<file path="config.mk">
export PLATFORM = sky130hd
export DESIGN_NAME = alu1_sequencer
export DESIGN_NICKNAME = d
export VERILOG_FILES = /design/src/rtl/alu1_sequencer_pkg.sv /design/src/rtl/alu1_sequencer_alu1.sv /design/src/rtl/alu1_sequencer.sv
export SDC_FILE = /design/constraint.sdc
export NUM_CORES = 1
export LEC_CHECK = 0
export CAP_MARGIN = 0
export CORE_ASPECT_RATIO = 1.4
export CORE_MARGIN = 2
export CORE_UTILIZATION = 40
export CTS_CLUSTER_SIZE = 24
export DETAILED_ROUTE_END_ITERATION = 7
export PLACE_DENSITY_LB_ADDON = 0.25
export SETUP_SLACK_MARGIN = 0.02
export SYNTH_ARGS = -nofsm -noshare
export SYNTH_HDL_FRONTEND = slang
export SYNTH_SLANG_ARGS = --single-unit
</file>
<file path="constraint.sdc">
create_clock -name clk -period 6.15 [get_ports clk]
set_clock_uncertainty 0.05 [all_clocks]
set_input_delay 1.23 -clock clk [delete_from_list [all_inputs] [get_ports clk]]
set_output_delay 1.23 -clock clk [all_outputs]
set_load 0.02 [all_outputs]
</file>
<file path="src/rtl/alu1_sequencer_pkg.sv">
// rtl/alu1_sequencer_pkg.sv - shared opcode, width and state definitions for the alu1 sequencer
package alu1_sequencer_pkg;

    localparam int ALU_W = 6;

    localparam logic [1:0] OP_INC_ADD = 2'b00;
    localparam logic [1:0] OP_PASS    = 2'b01;
    localparam logic [1:0] OP_AND     = 2'b10;
    localparam logic [1:0] OP_SUB     = 2'b11;

    typedef enum logic [1:0] {
        ST_IDLE = 2'b00,
        ST_EXEC = 2'b01,
        ST_DONE = 2'b10
    } state_t;

endpackage

</file>
<file path="src/rtl/alu1_sequencer_alu1.sv">
// rtl/alu1_sequencer_alu1.sv - combinational 6-bit alu1 datapath
// ports: a, b operands; c opcode (00 a+b+1, 01 a, 10 a&b, 11 a-b); f result (mod 64)
module alu1
    import alu1_sequencer_pkg::*;
(
    input  logic [ALU_W-1:0] a,
    input  logic [ALU_W-1:0] b,
    input  logic [1:0]       c,
    output logic [ALU_W-1:0] f
);

    always_comb begin
        f = '0;
        case (c)
            OP_INC_ADD: f = a + b + ALU_W'(1);
            OP_PASS:    f = a;
            OP_AND:     f = a & b;
            OP_SUB:     f = a - b;
            default:    f = '0;
        endcase
    end

endmodule

</file>
<file path="src/rtl/alu1_sequencer.sv">
// rtl/alu1_sequencer.sv - command-driven accumulator sequencer around alu1
// ports: clk, rst_n (async, active-low)
//        cmd_valid/cmd_ready/cmd_load/cmd_op/cmd_b/cmd_cnt : command handshake
//        res_valid/res_ready/res_data/res_zero/res_neg/res_ovf : result handshake
//        busy : high whenever not idle
module alu1_sequencer
    import alu1_sequencer_pkg::*;
#(
    parameter int CW = 3,
    parameter int W  = 6
) (
    input  logic          clk,
    input  logic          rst_n,
    input  logic          cmd_valid,
    output logic          cmd_ready,
    input  logic          cmd_load,
    input  logic [1:0]    cmd_op,
    input  logic [W-1:0]  cmd_b,
    input  logic [CW-1:0] cmd_cnt,
    output logic          res_valid,
    input  logic          res_ready,
    output logic [W-1:0]  res_data,
    output logic          res_zero,
    output logic          res_neg,
    output logic          res_ovf,
    output logic          busy
);

    state_t        state;
    logic [W-1:0]  acc;
    logic [W-1:0]  b_reg;
    logic [1:0]    op_reg;
    logic [CW-1:0] rem;
    logic          ovf;
    logic [W-1:0]  alu_f;
    logic          ovf_now;

    alu1 u_alu1 (
        .a (acc),
        .b (b_reg),
        .c (op_reg),
        .f (alu_f)
    );

    // Signed overflow from sign bits only: add-with-carry overflows when both
    // operands share a sign the result lacks; subtract when operand signs differ
    // and the result sign departs from a.
    always_comb begin
        ovf_now = 1'b0;
        case (op_reg)
            OP_INC_ADD: ovf_now = (acc[W-1] == b_reg[W-1]) && (alu_f[W-1] != acc[W-1]);
            OP_SUB:     ovf_now = (acc[W-1] != b_reg[W-1]) && (alu_f[W-1] != acc[W-1]);
            default:    ovf_now = 1'b0;
        endcase
    end

    always_ff @(posedge clk or negedge rst_n) begin
        if (!rst_n) begin
            state  <= ST_IDLE;
            acc    <= '0;
            b_reg  <= '0;
            op_reg <= '0;
            rem    <= '0;
            ovf    <= 1'b0;
        end else begin
            case (state)
                ST_IDLE: begin
                    if (cmd_valid) begin
                        ovf <= 1'b0;
                        if (cmd_load) begin
                            acc   <= cmd_b;
                            state <= ST_DONE;
                        end else begin
                            op_reg <= cmd_op;
                            b_reg  <= cmd_b;
                            rem    <= cmd_cnt;
                            state  <= ST_EXEC;
                        end
                    end
                end
                ST_EXEC: begin
                    acc <= alu_f;
                    ovf <= ovf | ovf_now;
                    if (rem == '0) begin
                        state <= ST_DONE;
                    end else begin
                        rem <= rem - CW'(1);
                    end
                end
                ST_DONE: begin
                    if (res_ready) begin
                        state <= ST_IDLE;
                    end
                end
                default: state <= ST_IDLE;
            endcase
        end
    end

    assign cmd_ready = (state == ST_IDLE);
    assign res_valid = (state == ST_DONE);
    assign busy      = (state != ST_IDLE);
    assign res_data  = acc;
    assign res_zero  = (acc == '0);
    assign res_neg   = acc[W-1];
    assign res_ovf   = ovf;

endmodule
</file>
## Word-level counts from Yosys, hierarchy flattened

Cells that the tools add are included.

| cells by class | value |
|---|---|
| divide/modulo/power cells | 0 |
| muxes and demuxes | 16 |
| equal/unequal tests | 15 |
| shift operators | 0 |
| reduce and logical (&&, ||, !) cells | 14 |
| bitwise logic cells | 3 |
| order comparisons | 0 |
| multiply operators | 0 |
| add/sub/neg operators | 4 |

Operators by type and width:

| kind | count |
|---|---|
| 6-bit case mux with 4 select lines | 1 |
| 6-bit two-way mux | 2 |
| 6-bit case mux with 2 select lines | 1 |
| 2-bit inequality test (second input constant) | 5 |
| 3-bit two-way mux | 3 |
| 3-bit AND reduction | 3 |
| 2-bit two-way mux | 4 |
| 4-bit AND reduction | 2 |
| 6-bit by 1-bit adder with 6-bit output (second input constant) | 1 |
| 6-bit adder | 1 |
| 6-bit bitwise AND | 1 |
| 2-bit equality test (second input constant) | 3 |
| 6-bit logical NOT | 1 |
| 2-bit case mux with 3 select lines | 1 |
| 3-bit case mux with 2 select lines | 1 |
| 6-bit subtractor | 1 |
| 2-bit by 1-bit equality test with 1-bit output (second input constant) | 2 |
| 2-bit logical NOT | 2 |
| 2-bit by 1-bit inequality test with 1-bit output (second input constant) | 2 |
| 1-bit case mux with 2 select lines | 2 |
| 2-bit nonzero test | 2 |
| 3-bit logical NOT | 1 |
| 3-bit by 1-bit subtractor with 3-bit output (second input constant) | 1 |
| 1-bit logical AND | 2 |
| other kinds (6) | 7 |

| word-level totals | value |
|---|---|
| RAM bits | 0 |
| memories | 0 |
| ROM bits | 0 |
| bits in registers | 20 |
| logic and storage cells | 59 |
| bits in latches | 0 |
| output and inout bits | 12 |
| input bits | 16 |

## Logic depth before layout (Yosys ltp)

Gate-level depths: netlist of run 1.

| logic depth | value |
|---|---|
| depth in word-level cells | 8 |
| mapped depth | 9 |
| gate-level depth less buffers | 9 |

## Cells and area by module

From an unflattened synthesis of run 1, not the netlist that was laid out.

| second synthesis, totals | value |
|---|---|
| cells, all modules | 182 |
| area, all modules | 1719.1 sq um |

Modules (own cells, without submodules):

| module | times used | area each (sq um) | seq. area each (sq um) | cells each |
|---|---|---|---|---|
| alu1_sequencer | 1 | 1048.5 | 500.5 | 93 |
| alu1 | 1 | 670.6 | 0.0 | 89 |

## Worst setup path before layout of run 1

No wires, ideal clock.

| timing | value |
|---|---|
| path kind | register to output |
| start | register acc[3] (netlist: res_data[3]) |
| end | output res_zero |
| stages on the path, launching flop included | 3 |
| data required time | 4870 ps |
| arrival time | 1468 ps |
| setup slack | 3402 ps |
| buffers on the path | 0 |
| cells stage by stage | dfrtp_1 or4_1 nor3_1 |

| on the way | value |
|---|---|
| longest elaborated chain between the ends | 1 |

Ends and longest elaborated chain:

| item | line | source |
|---|---|---|
| from (decl) | alu1_sequencer.sv:30 | `logic [W-1:0] acc;` |
| from (signal assigned) | alu1_sequencer.sv:71 | `acc <= cmd_b;` |
| from (signal assigned) | alu1_sequencer.sv:82 | `acc <= alu_f;` |
| 6-bit logical NOT | alu1_sequencer.sv:104 | `assign res_zero = (acc == '0);` |
| to (decl) | alu1_sequencer.sv:23 | `output logic res_zero,` |

No other way between the ends.

## Worst setup path in the final report of run 1

| timing | value |
|---|---|
| start | register acc[2] (netlist: res_data[2]) |
| end | output res_zero |

Same word-level chain as after synthesis.

==> reports/summary.log, run 1 <==
INFO  yosys          netlist-cell-type-count=45
INFO  routing        remaining_routing_drc_violations=0
INFO  finish         area.growth.synth_to_final=21.64%
INFO  setup_path     critical_path.endpoint_type=output port
INFO  sta            slew_headroom=37.29%
INFO  finish         finish.net_count=248
INFO  sta            rsz0062_at_grt=no
INFO  clocking       cts-hold-fix-buffers=0
INFO  clocking       clk_pin_slew=80ps
INFO  finish         layout_commonest_cell=sky130_fd_sc_hd__clkdlybuf4s50_1
INFO  grt            globalRouteOverflowTotal=0
INFO  clocking       cts_made_buffers=3
INFO  yosys          synthFlopType=sky130_fd_sc_hd__dfrtp_1
INFO  placement      placer_congestion=0.7218
INFO  grt            grt_pass1_wl=6313microns
INFO  finish         num-fill-cells=383
INFO  power_and_ir_drop total_leakage_power=0.8525nW
INFO  sta            layout_worst_path_cycle_share=54.02%
INFO  finish         finalNonFillerCells=254
INFO  routing        detail-route-antenna-nets=0
INFO  finish         drive_gt1_share=4.739%
INFO  power_and_ir_drop combPwrFrac=68.0%
INFO  yosys          synthesis.instances=189
INFO  yosys          synthTopCellsByArea=sky130_fd_sc_hd__dfrtp_1 31%, sky130_fd_sc_hd__ha_1 14%, sky130_fd_sc_hd__nand2_1 4.4%
INFO  sta            final-max-slew-violation-count=0
INFO  sta            final.min_clock_period=3322ps
INFO  finish         finish.utilization=50.61%
INFO  finish         n_antenna_cell=0
INFO  clocking       worst_skew_pair.late_latency=260ps
INFO  setup_path     arrival_worst_endpoint=2040ps
INFO  clocking       cts_sinks=20
INFO  routing        drt_wl_total=3588microns
INFO  setup_path     critPathMaxFanout=5
INFO  placement      hpwlAfterDp=2868microns
INFO  placement      placed_cells_incl_taps=250
INFO  clocking       cts.htree.levels=1
INFO  power_and_ir_drop p_seq_share=21.5%
INFO  yosys          synth-seq-cells=20
INFO  clocking       cts_max_path_buffers=2
INFO  grt            grt_pass1_vias=1,382
INFO  yosys          number_of_flops_mapped_to_enable_cells_by_yosys=0
INFO  sta            setup_viol=0
INFO  routing        routed_via_density=5.398
INFO  hold_path      path_type_of_the_worst_min_delay_path=flip-flop to flip-flop
INFO  die            die_width=57.96microns
INFO  clocking       postCtsSetupBuffers=0
INFO  die            chipHeight=79.54microns
INFO  yosys          cell_area_after_synthesis=1630squm
INFO  power_and_ir_drop cellPowerDensity=636.5nW/um^2
INFO  sta            tns=0ps
INFO  placement      placement.io_buffers=27
INFO  power_and_ir_drop p_total=0.001262W
INFO  finish         most_frequent_cells_in_the_layout=27 x sky130_fd_sc_hd__clkdlybuf4s50_1, 20 x sky130_fd_sc_hd__dfrtp_1, 19 x sky130_fd_sc_hd__nand2_1
INFO  die            top_level_port_count=28
INFO  setup_path     cp_data_required_time=4870ps
INFO  sta            worst_pin_slew=937.1ps
INFO  yosys          yosys_warnings=0
INFO  die            core-area=3919squm
INFO  power_and_ir_drop p_clk_share=10.5%
INFO  routing        routed_wire_length_per_instance=14.13microns
INFO  power_and_ir_drop max-vdd-ir-drop=0.3240mV
INFO  grt            total_routing_usage_reported_by_global_routing=17.22%
INFO  sta            fmax=0.3010GHz
INFO  clocking       post_cts_resize_count=0
INFO  grt            grt_antenna_before_repair=0
INFO  outcome        status=complete, no violations
INFO  setup_path     critical_path_class=flip-flop to output port
INFO  sta            hold_viol_final=0
INFO  die            floorplan.initialDensity=41.60%
INFO  power_and_ir_drop sw_frac_of_total=47.43%
INFO  yosys          synthDominantCellAreaShare=30.70%
INFO  finish         final-seq-area=500.5squm
INFO  clocking       tritoncts=built
INFO  grt            maximum_number_of_pins_on_one_net_before_global_route_repair=21
INFO  routing        drt_iter0_drc=22
INFO  setup_path     cp-start-kind=flip-flop
INFO  routing        detailedRoute.firstPassIterationCount=4
INFO  routing        routed-via-count=1,371
INFO  yosys          synthArstFlopShare=100.0%
INFO  yosys          ys_seq_area_share=30.70%
INFO  yosys          yosysTopAreaCell=sky130_fd_sc_hd__dfrtp_1
INFO  clocking       clockRootBuffer=sky130_fd_sc_hd__clkbuf_8
INFO  power_and_ir_drop p_int=0.0006636W
INFO  die            design.die.area=4610squm
INFO  die            placement_rows=27
INFO  power_and_ir_drop net_sw_power=0.0005988W
INFO  job            max_cap_violations=0
INFO  yosys          syn_avg_cell_area=8.626squm
INFO  finish         multi_input_comb_area=1016squm
INFO  yosys          synthesis.nets=225
cells by family after synthesis:
kind of cell	after synthesis	synth area share, %
AOI/OAI and AO/OA	60	25.86
and+or+nand+nor	53	15.43
buffers and inverters	28	6.983
adders and majority gates	20	16.27
DFF	20	30.70
xor gates and xnor gates	5	2.687
muxes	3	2.072
routing by layer:
metal  share of wire (%)  global-route usage (%)
met1                  48                   23.14
met2                  48                   28.52
met3                 2.7                   2.431
met4                 1.1                   4.884
met5                   0                       0
path summary, 6_finish.rpt:
kind | slack [ps] | endpoint | from | cells after the start
worst max-delay path | 2830 | res_zero | res_data[2] | 3
worst min-delay path | 450 | res_ovf | res_ovf | 2
worst max register to register | 3810 | res_ovf | op_reg[0] | 8
worst min register to register | 450 | res_ovf | res_ovf | 2
max in group asynchronous | 4060 | op_reg[0] | rst_n | 1
min in group asynchronous | 1430 | res_data[1] | rst_n | 1
layout make-up:
| cell class | instances | area share [%] |
|---|---|---|
| Clock buffer | 3 | 2.082 |
| Tap cell | 43 | 2.713 |
| Sequential cell | 20 | 25.24 |
| Inverter | 19 | 3.596 |
| Multi-Input combinational cell | 141 | 51.23 |
| Timing Repair Buffer | 27 | 13.63 |
| Clock inverter | 1 | 1.514 |
synthesized netlist by cell type, types with 4 or more instances:
library cell / n
sky130_fd_sc_hd__a31oi_1: 4
sky130_fd_sc_hd__o21ai_0: 7
sky130_fd_sc_hd__nor2b_1: 4
sky130_fd_sc_hd__nand2_1: 19
sky130_fd_sc_hd__nor2_1: 12
sky130_fd_sc_hd__ha_1: 18
sky130_fd_sc_hd__a21oi_1: 10
sky130_fd_sc_hd__nand2b_1: 5
sky130_fd_sc_hd__o21ai_1: 8
sky130_fd_sc_hd__nand3_1: 6
sky130_fd_sc_hd__o21a_1: 4
sky130_fd_sc_hd__dfrtp_1: 20
sky130_fd_sc_hd__inv_1: 18
sky130_fd_sc_hd__o211ai_1: 6
sky130_fd_sc_hd__buf_2: 4
sky130_fd_sc_hd__clkbuf_1: 4
power groups by stage:
stage               Combinational, W  Sequential [W]  Clock, W
finish                      0.000858        0.000272  0.000132
CTS                         0.000867        0.000273  0.000134
detailed placement          0.000861        0.000276         0
floorplan                   0.000635        0.000274         0
global placement            0.000862        0.000272         0
global route                0.000958        0.000285  0.000139
metrics by stage:
stage	setup slack [ps]	hold slack, ps	instance area, sq um
2_1_floorplan	3402	412.3	1630
3_3_place_gp	3082	431.4	1912
3_5_place_dp	3039	436.2	1912
4_1_cts	2812	454.7	1983
5_1_grt	2763	474.3	1983
6_report	2828	451.4	1983
critical path, cell delays in order (launching register included):
cell and delay [ps]:
sky130_fd_sc_hd__dfrtp_1 440, sky130_fd_sc_hd__or4_1 550, sky130_fd_sc_hd__nor3_1 160, sky130_fd_sc_hd__clkdlybuf4s50_1 630
No activity file was read; power rests on OpenSTA's default activity.
==> run 2, diff against run 1 <==
Clock period 6.15 ns to 3.5 ns, I/O delays scaled along.
==> reports/summary.log, run 2 (synthesis gave the netlist of run 1 again) <==
INFO  power_and_ir_drop cellPowerDensity=1123nW/um^2
INFO  finish         finish.net_count=250
INFO  die            placement_rows=27
INFO  sta            final.min_clock_period=2772ps
INFO  job            max_cap_violations=0
INFO  placement      placer_congestion=0.7585
INFO  routing        detailedRoute.firstPassIterationCount=4
INFO  setup_path     max_stage_delay=630ps
INFO  placement      hpwlAfterDp=2932microns
INFO  finish         layout_commonest_cell=sky130_fd_sc_hd__clkdlybuf4s50_1
INFO  setup_path     cpMaxStageDelayCell=sky130_fd_sc_hd__clkdlybuf4s50_1
INFO  sta            setup_viol=0
INFO  sta            slew_headroom=38.64%
INFO  setup_path     crit_path_start=res_data[3]
INFO  sta            worst_pin_slew=917.5ps
INFO  routing        detail-route-antenna-nets=0
INFO  clocking       clk_pin_slew=80ps
INFO  finish         drive_gt1_share=5.634%
INFO  die            floorplan.initialDensity=41.60%
INFO  setup_path     minimum_setup_slack_among_reg_to_reg_paths=1240ps
INFO  finish         area.growth.synth_to_final=22.56%
INFO  outcome        status=complete, no violations
INFO  setup_path     timing.critical_path.to=res_zero
INFO  sta            final-max-slew-violation-count=0
INFO  routing        routed_wire_length_per_instance=14.78microns
INFO  clocking       cts.htree.levels=1
INFO  clocking       cts_made_buffers=3
INFO  die            top_level_port_count=28
INFO  clocking       cts_sinks=20
INFO  sta            rsz0062_at_grt=no
INFO  routing        routed_via_density=5.504
INFO  setup_path     critical_path_class=flip-flop to output port
INFO  die            die_width=57.96microns
INFO  clocking       clockRootBuffer=sky130_fd_sc_hd__clkbuf_8
INFO  clocking       post_cts_resize_count=0
INFO  clocking       tritoncts=built
INFO  setup_path     critical_path.endpoint_type=output port
INFO  clocking       cts-hold-fix-buffers=0
INFO  clocking       worst_skew_pair.late_latency=270ps
INFO  routing        drt_wl_total=3784microns
INFO  finish         n_antenna_cell=0
INFO  setup_path     critPathMaxFanout=5
INFO  sta            hold_viol_final=0
INFO  sta            tns=0ps
INFO  setup_path     rr_endpoint=res_ovf
INFO  setup_path     cp-start-kind=flip-flop
INFO  die            design.die.area=4610squm
INFO  sta            fmax=0.3607GHz
INFO  finish         most_frequent_cells_in_the_layout=27 x sky130_fd_sc_hd__clkdlybuf4s50_1, 20 x sky130_fd_sc_hd__dfrtp_1, 19 x sky130_fd_sc_hd__nand2_1
INFO  clocking       postCtsSetupBuffers=0
INFO  grt            total_routing_usage_reported_by_global_routing=18.23%
INFO  power_and_ir_drop total_leakage_power=0.8629nW
INFO  grt            globalRouteOverflowTotal=0
INFO  setup_path     r2r.worst_path.cells=8
INFO  sta            layout_worst_path_cycle_share=79.21%
INFO  grt            maximum_number_of_pins_on_one_net_before_global_route_repair=21
INFO  grt            grt_pass1_vias=1,435
INFO  clocking       cts_max_path_buffers=2
INFO  setup_path     r2r_start=op_reg[1]
INFO  routing        routed-via-count=1,409
INFO  setup_path     worstPathCellList=or4_1 -> nor3_1 -> clkdlybuf4s50_1
INFO  grt            grt_antenna_before_repair=0
INFO  routing        remaining_routing_drc_violations=0
INFO  routing        drt_iter0_drc=26
INFO  setup_path     cp_data_required_time=2750ps
INFO  power_and_ir_drop max-vdd-ir-drop=0.6709mV
INFO  grt            grt_pass1_wl=6568microns
INFO  placement      placement.io_buffers=27
INFO  hold_path      path_type_of_the_worst_min_delay_path=flip-flop to flip-flop
INFO  sta            final.hold.worst_slack=444.5ps
INFO  setup_path     arrival_worst_endpoint=2020ps
INFO  die            chipHeight=79.54microns
INFO  die            core-area=3919squm
## run 2: cell type report
| cell class | count | area, sq um |
|---|---|---|
| fillers | 386 | 1921 |
| repair buffers | 29 | 285.3 |
| clock buffers | 3 | 41.29 |
| inverters | 19 | 71.32 |
| flip-flops and latches | 20 | 500.5 |
| well taps | 43 | 53.80 |
| multi-input cells | 141 | 1016 |
| clock inverters | 1 | 30.03 |
## run 2: how the worst min path moves through the flow
stage | from | end | slack (ps) | depth (start not counted)
floorplan | rst_n | b_reg[0] | 350 | 0
global placement | res_ovf | res_ovf | 440 | 2
detailed placement | res_ovf | res_ovf | 420 | 2
CTS | res_ovf | res_ovf | 440 | 2
global route | res_ovf | res_ovf | 470 | 2
finish | res_ovf | res_ovf | 440 | 2
## run 2: report_power, final
| part | switching, W | leakage (nW) | internal (W) |
|---|---|---|---|
| clock | 0.0000850 | 0.0357 | 0.000153 |
| sequential | 0.000129 | 0.240 | 0.000347 |
| combinational | 0.000850 | 0.587 | 0.000679 |
## run 2: through the flow
| stage | setup WS (ps) | util [%] | power (W) | instances | area [sq um] |
|---|---|---|---|---|---|
| after global placement | 1017 | 49.17 | 0.002001 | 252 | 1927 |
| after CTS | 701.0 | 50.99 | 0.002253 | 256 | 1998 |
| after floorplan | 1282 | - | 0.001596 | 189 | 1630 |
| final | 727.5 | 50.99 | 0.002243 | 256 | 1998 |
| after global routing | 597.3 | 50.99 | 0.002472 | 256 | 1998 |
| after detailed placement | 1006 | 49.17 | 0.002005 | 252 | 1927 |
## run 2: layer usage
| layer | track usage (%) | share of wire (%) |
|---|---|---|
| met1 | 23.76 | 46 |
| met2 | 30.80 | 49 |
| met3 | 1.783 | 2.4 |
| met4 | 6.744 | 1.9 |
| met5 | 0 | 0 |
## run 2: worst max-delay path: cells and delay by family (launching register included)
family	cells	cell delay (ps)
and+or+nand+nor	2	700
buffers and inverters	1	630
DFF	1	430
==> run 3, diff against run 2 <==
Clock period 3.5 ns to 2.4 ns, I/O delays scaled along.
==> reports/summary.log, run 3 (synthesis gave the netlist of run 1 again) <==
INFO  clocking       cts.htree.levels=1
INFO  outcome        status=complete, no violations
INFO  routing        drt_wl_total=3623microns
INFO  placement      placement.io_buffers=27
INFO  placement      placer_congestion=0.8064
INFO  grt            grt_pass1_wl=6334microns
INFO  setup_path     cp-start-kind=flip-flop
INFO  sta            layout_worst_path_cycle_share=91.08%
INFO  grt            globalRouteOverflowTotal=0
INFO  routing        routed_wire_length_per_instance=13.72microns
INFO  routing        detailedRoute.firstPassIterationCount=4
INFO  routing        remaining_routing_drc_violations=0
INFO  sta            hold_viol_final=0
INFO  placement      postPlaceCellArea=1994squm
INFO  sta            fmax=0.4575GHz
INFO  finish         finalNonFillerCells=264
INFO  sta            final.hold.worst_slack=443.2ps
INFO  setup_path     crit_path_start=res_data[1]
INFO  clocking       post_cts_resize_count=1
INFO  finish         n_antenna_cell=0
INFO  finish         drive_gt1_share=9.050%
INFO  setup_path     cp_data_required_time=2500ps
INFO  grt            total_routing_usage_reported_by_global_routing=17.58%
INFO  hold_path      hp-start=res_ovf
INFO  die            chipHeight=79.54microns
INFO  clocking       cts-hold-fix-buffers=0
INFO  die            placement_rows=27
INFO  setup_path     worstPathCellList=ha_1 -> nor2b_1 -> o31ai_1 -> o2bb2ai_1 -> o21ai_1 -> xor2_1 -> o41ai_2
INFO  clocking       cts_made_buffers=3
INFO  sta            worst_slack=214.0ps
INFO  clocking       clockRootBuffer=sky130_fd_sc_hd__clkbuf_8
INFO  routing        routed_via_density=5.394
INFO  setup_path     cpMaxStageDelayCell=sky130_fd_sc_hd__dfrtp_1
INFO  die            die_width=57.96microns
INFO  power_and_ir_drop total_leakage_power=0.8966nW
INFO  clocking       worst_skew_pair.late_latency=250ps
INFO  clocking       cts_max_path_buffers=2
INFO  finish         most_frequent_cells_in_the_layout=26 x sky130_fd_sc_hd__clkdlybuf4s50_1, 20 x sky130_fd_sc_hd__dfrtp_1, 19 x sky130_fd_sc_hd__nand2_1
INFO  setup_path     crit_buf_inv=0
INFO  die            top_level_port_count=28
INFO  clocking       postCtsSetupBuffers=0
INFO  job            max_cap_violations=0
INFO  grt            grt_antenna_before_repair=0
INFO  setup_path     critical_path.endpoint_type=flip-flop
INFO  routing        drt_iter0_drc=35
INFO  grt            grt_pass1_vias=1,389
INFO  placement      hpwlAfterDp=2917microns
INFO  sta            tns=0ps
INFO  power_and_ir_drop cellPowerDensity=1589nW/um^2
INFO  sta            worst_pin_slew=564.5ps
INFO  die            floorplan.initialDensity=41.60%
INFO  finish         final_cell_area=2034squm
INFO  finish         area.growth.synth_to_final=24.79%
INFO  setup_path     r2r_start=res_data[1]
INFO  clocking       tritoncts=built
INFO  power_and_ir_drop max-vdd-ir-drop=0.7067mV
INFO  placement      pre_cts_ws=196.1ps
INFO  setup_path     timing.critical_path.max_delay_family=compound AO/OA/AOI/OAI gates
INFO  sta            final.min_clock_period=2186ps
INFO  finish         finish.net_count=259
INFO  finish         layout_commonest_cell=sky130_fd_sc_hd__clkdlybuf4s50_1
INFO  routing        detail-route-antenna-nets=0
INFO  setup_path     critPathMaxFanout=5
INFO  clocking       cts_sinks=20
INFO  sta            rsz0062_at_grt=no
INFO  grt            maximum_number_of_pins_on_one_net_before_global_route_repair=21
INFO  clocking       clk_pin_slew=70ps
INFO  setup_path     critical_path_class=flip-flop to flip-flop
INFO  sta            final-max-slew-violation-count=0
INFO  setup_path     arrival_worst_endpoint=2280ps
INFO  die            design.die.area=4610squm
INFO  hold_path      path_type_of_the_worst_min_delay_path=flip-flop to flip-flop
INFO  sta            setup_viol=0
INFO  routing        routed-via-count=1,424
INFO  sta            slew_headroom=62.37%
INFO  placement      placed_cells_incl_taps=261
INFO  setup_path     max_stage_delay=440ps
INFO  die            core-area=3919squm
-- run 3: area by class of cell --
type                    count  area (sq um)
clock buffers               3         41.29
well taps                  43         53.80
fillers                   360          1884
repair buffers             38         351.6
flip-flops and latches     20         500.5
inverters                  19         71.32
multi-input cells         141          1016
-- run 3: worst reg2reg max path, cell delays in order (launching register included) --
cell                        delay, ps
sky130_fd_sc_hd__dfrtp_1          440
sky130_fd_sc_hd__ha_1             340
sky130_fd_sc_hd__nor2b_1          150
sky130_fd_sc_hd__o31ai_1          390
sky130_fd_sc_hd__o2bb2ai_1        130
sky130_fd_sc_hd__o21ai_1          240
sky130_fd_sc_hd__xor2_1           110
sky130_fd_sc_hd__o41ai_2          230
-- run 3: final timing paths --
kind	end	slack, ps	cells after the start
setup / recovery	res_ovf	210	7
max in group asynchronous	res_data[3]	1580	2
hold reg to reg	res_ovf	440	2
min in group asynchronous	res_data[0]	520	2
setup reg to reg	res_ovf	210	7
hold / removal	res_ovf	440	2
-- run 3: layer usage --
layer	GRT usage (%)	vias up	wire, microns
met5	0	-	0
met4	4.884	0	28
met3	2.431	2	93
met2	30.23	24	1841
met1	22.71	668	1660
li1	-	730	-
-- run 3: stage by stage --
stage	util, %	power (W)
2_1_floorplan	-	0.002327
3_3_place_gp	50.89	0.003011
3_5_place_dp	50.89	0.003021
4_1_cts	51.92	0.003253
5_1_grt	51.92	0.003580
6_report	51.92	0.003233
-- run 3: report_power, final --
group,internal (W),switching (W),total (W)
logic,0.00108,0.00129,0.00237
clock network,0.000112,0.000103,0.000214
registers,0.000507,0.000144,0.000651
total,0.00169,0.00154,0.00323
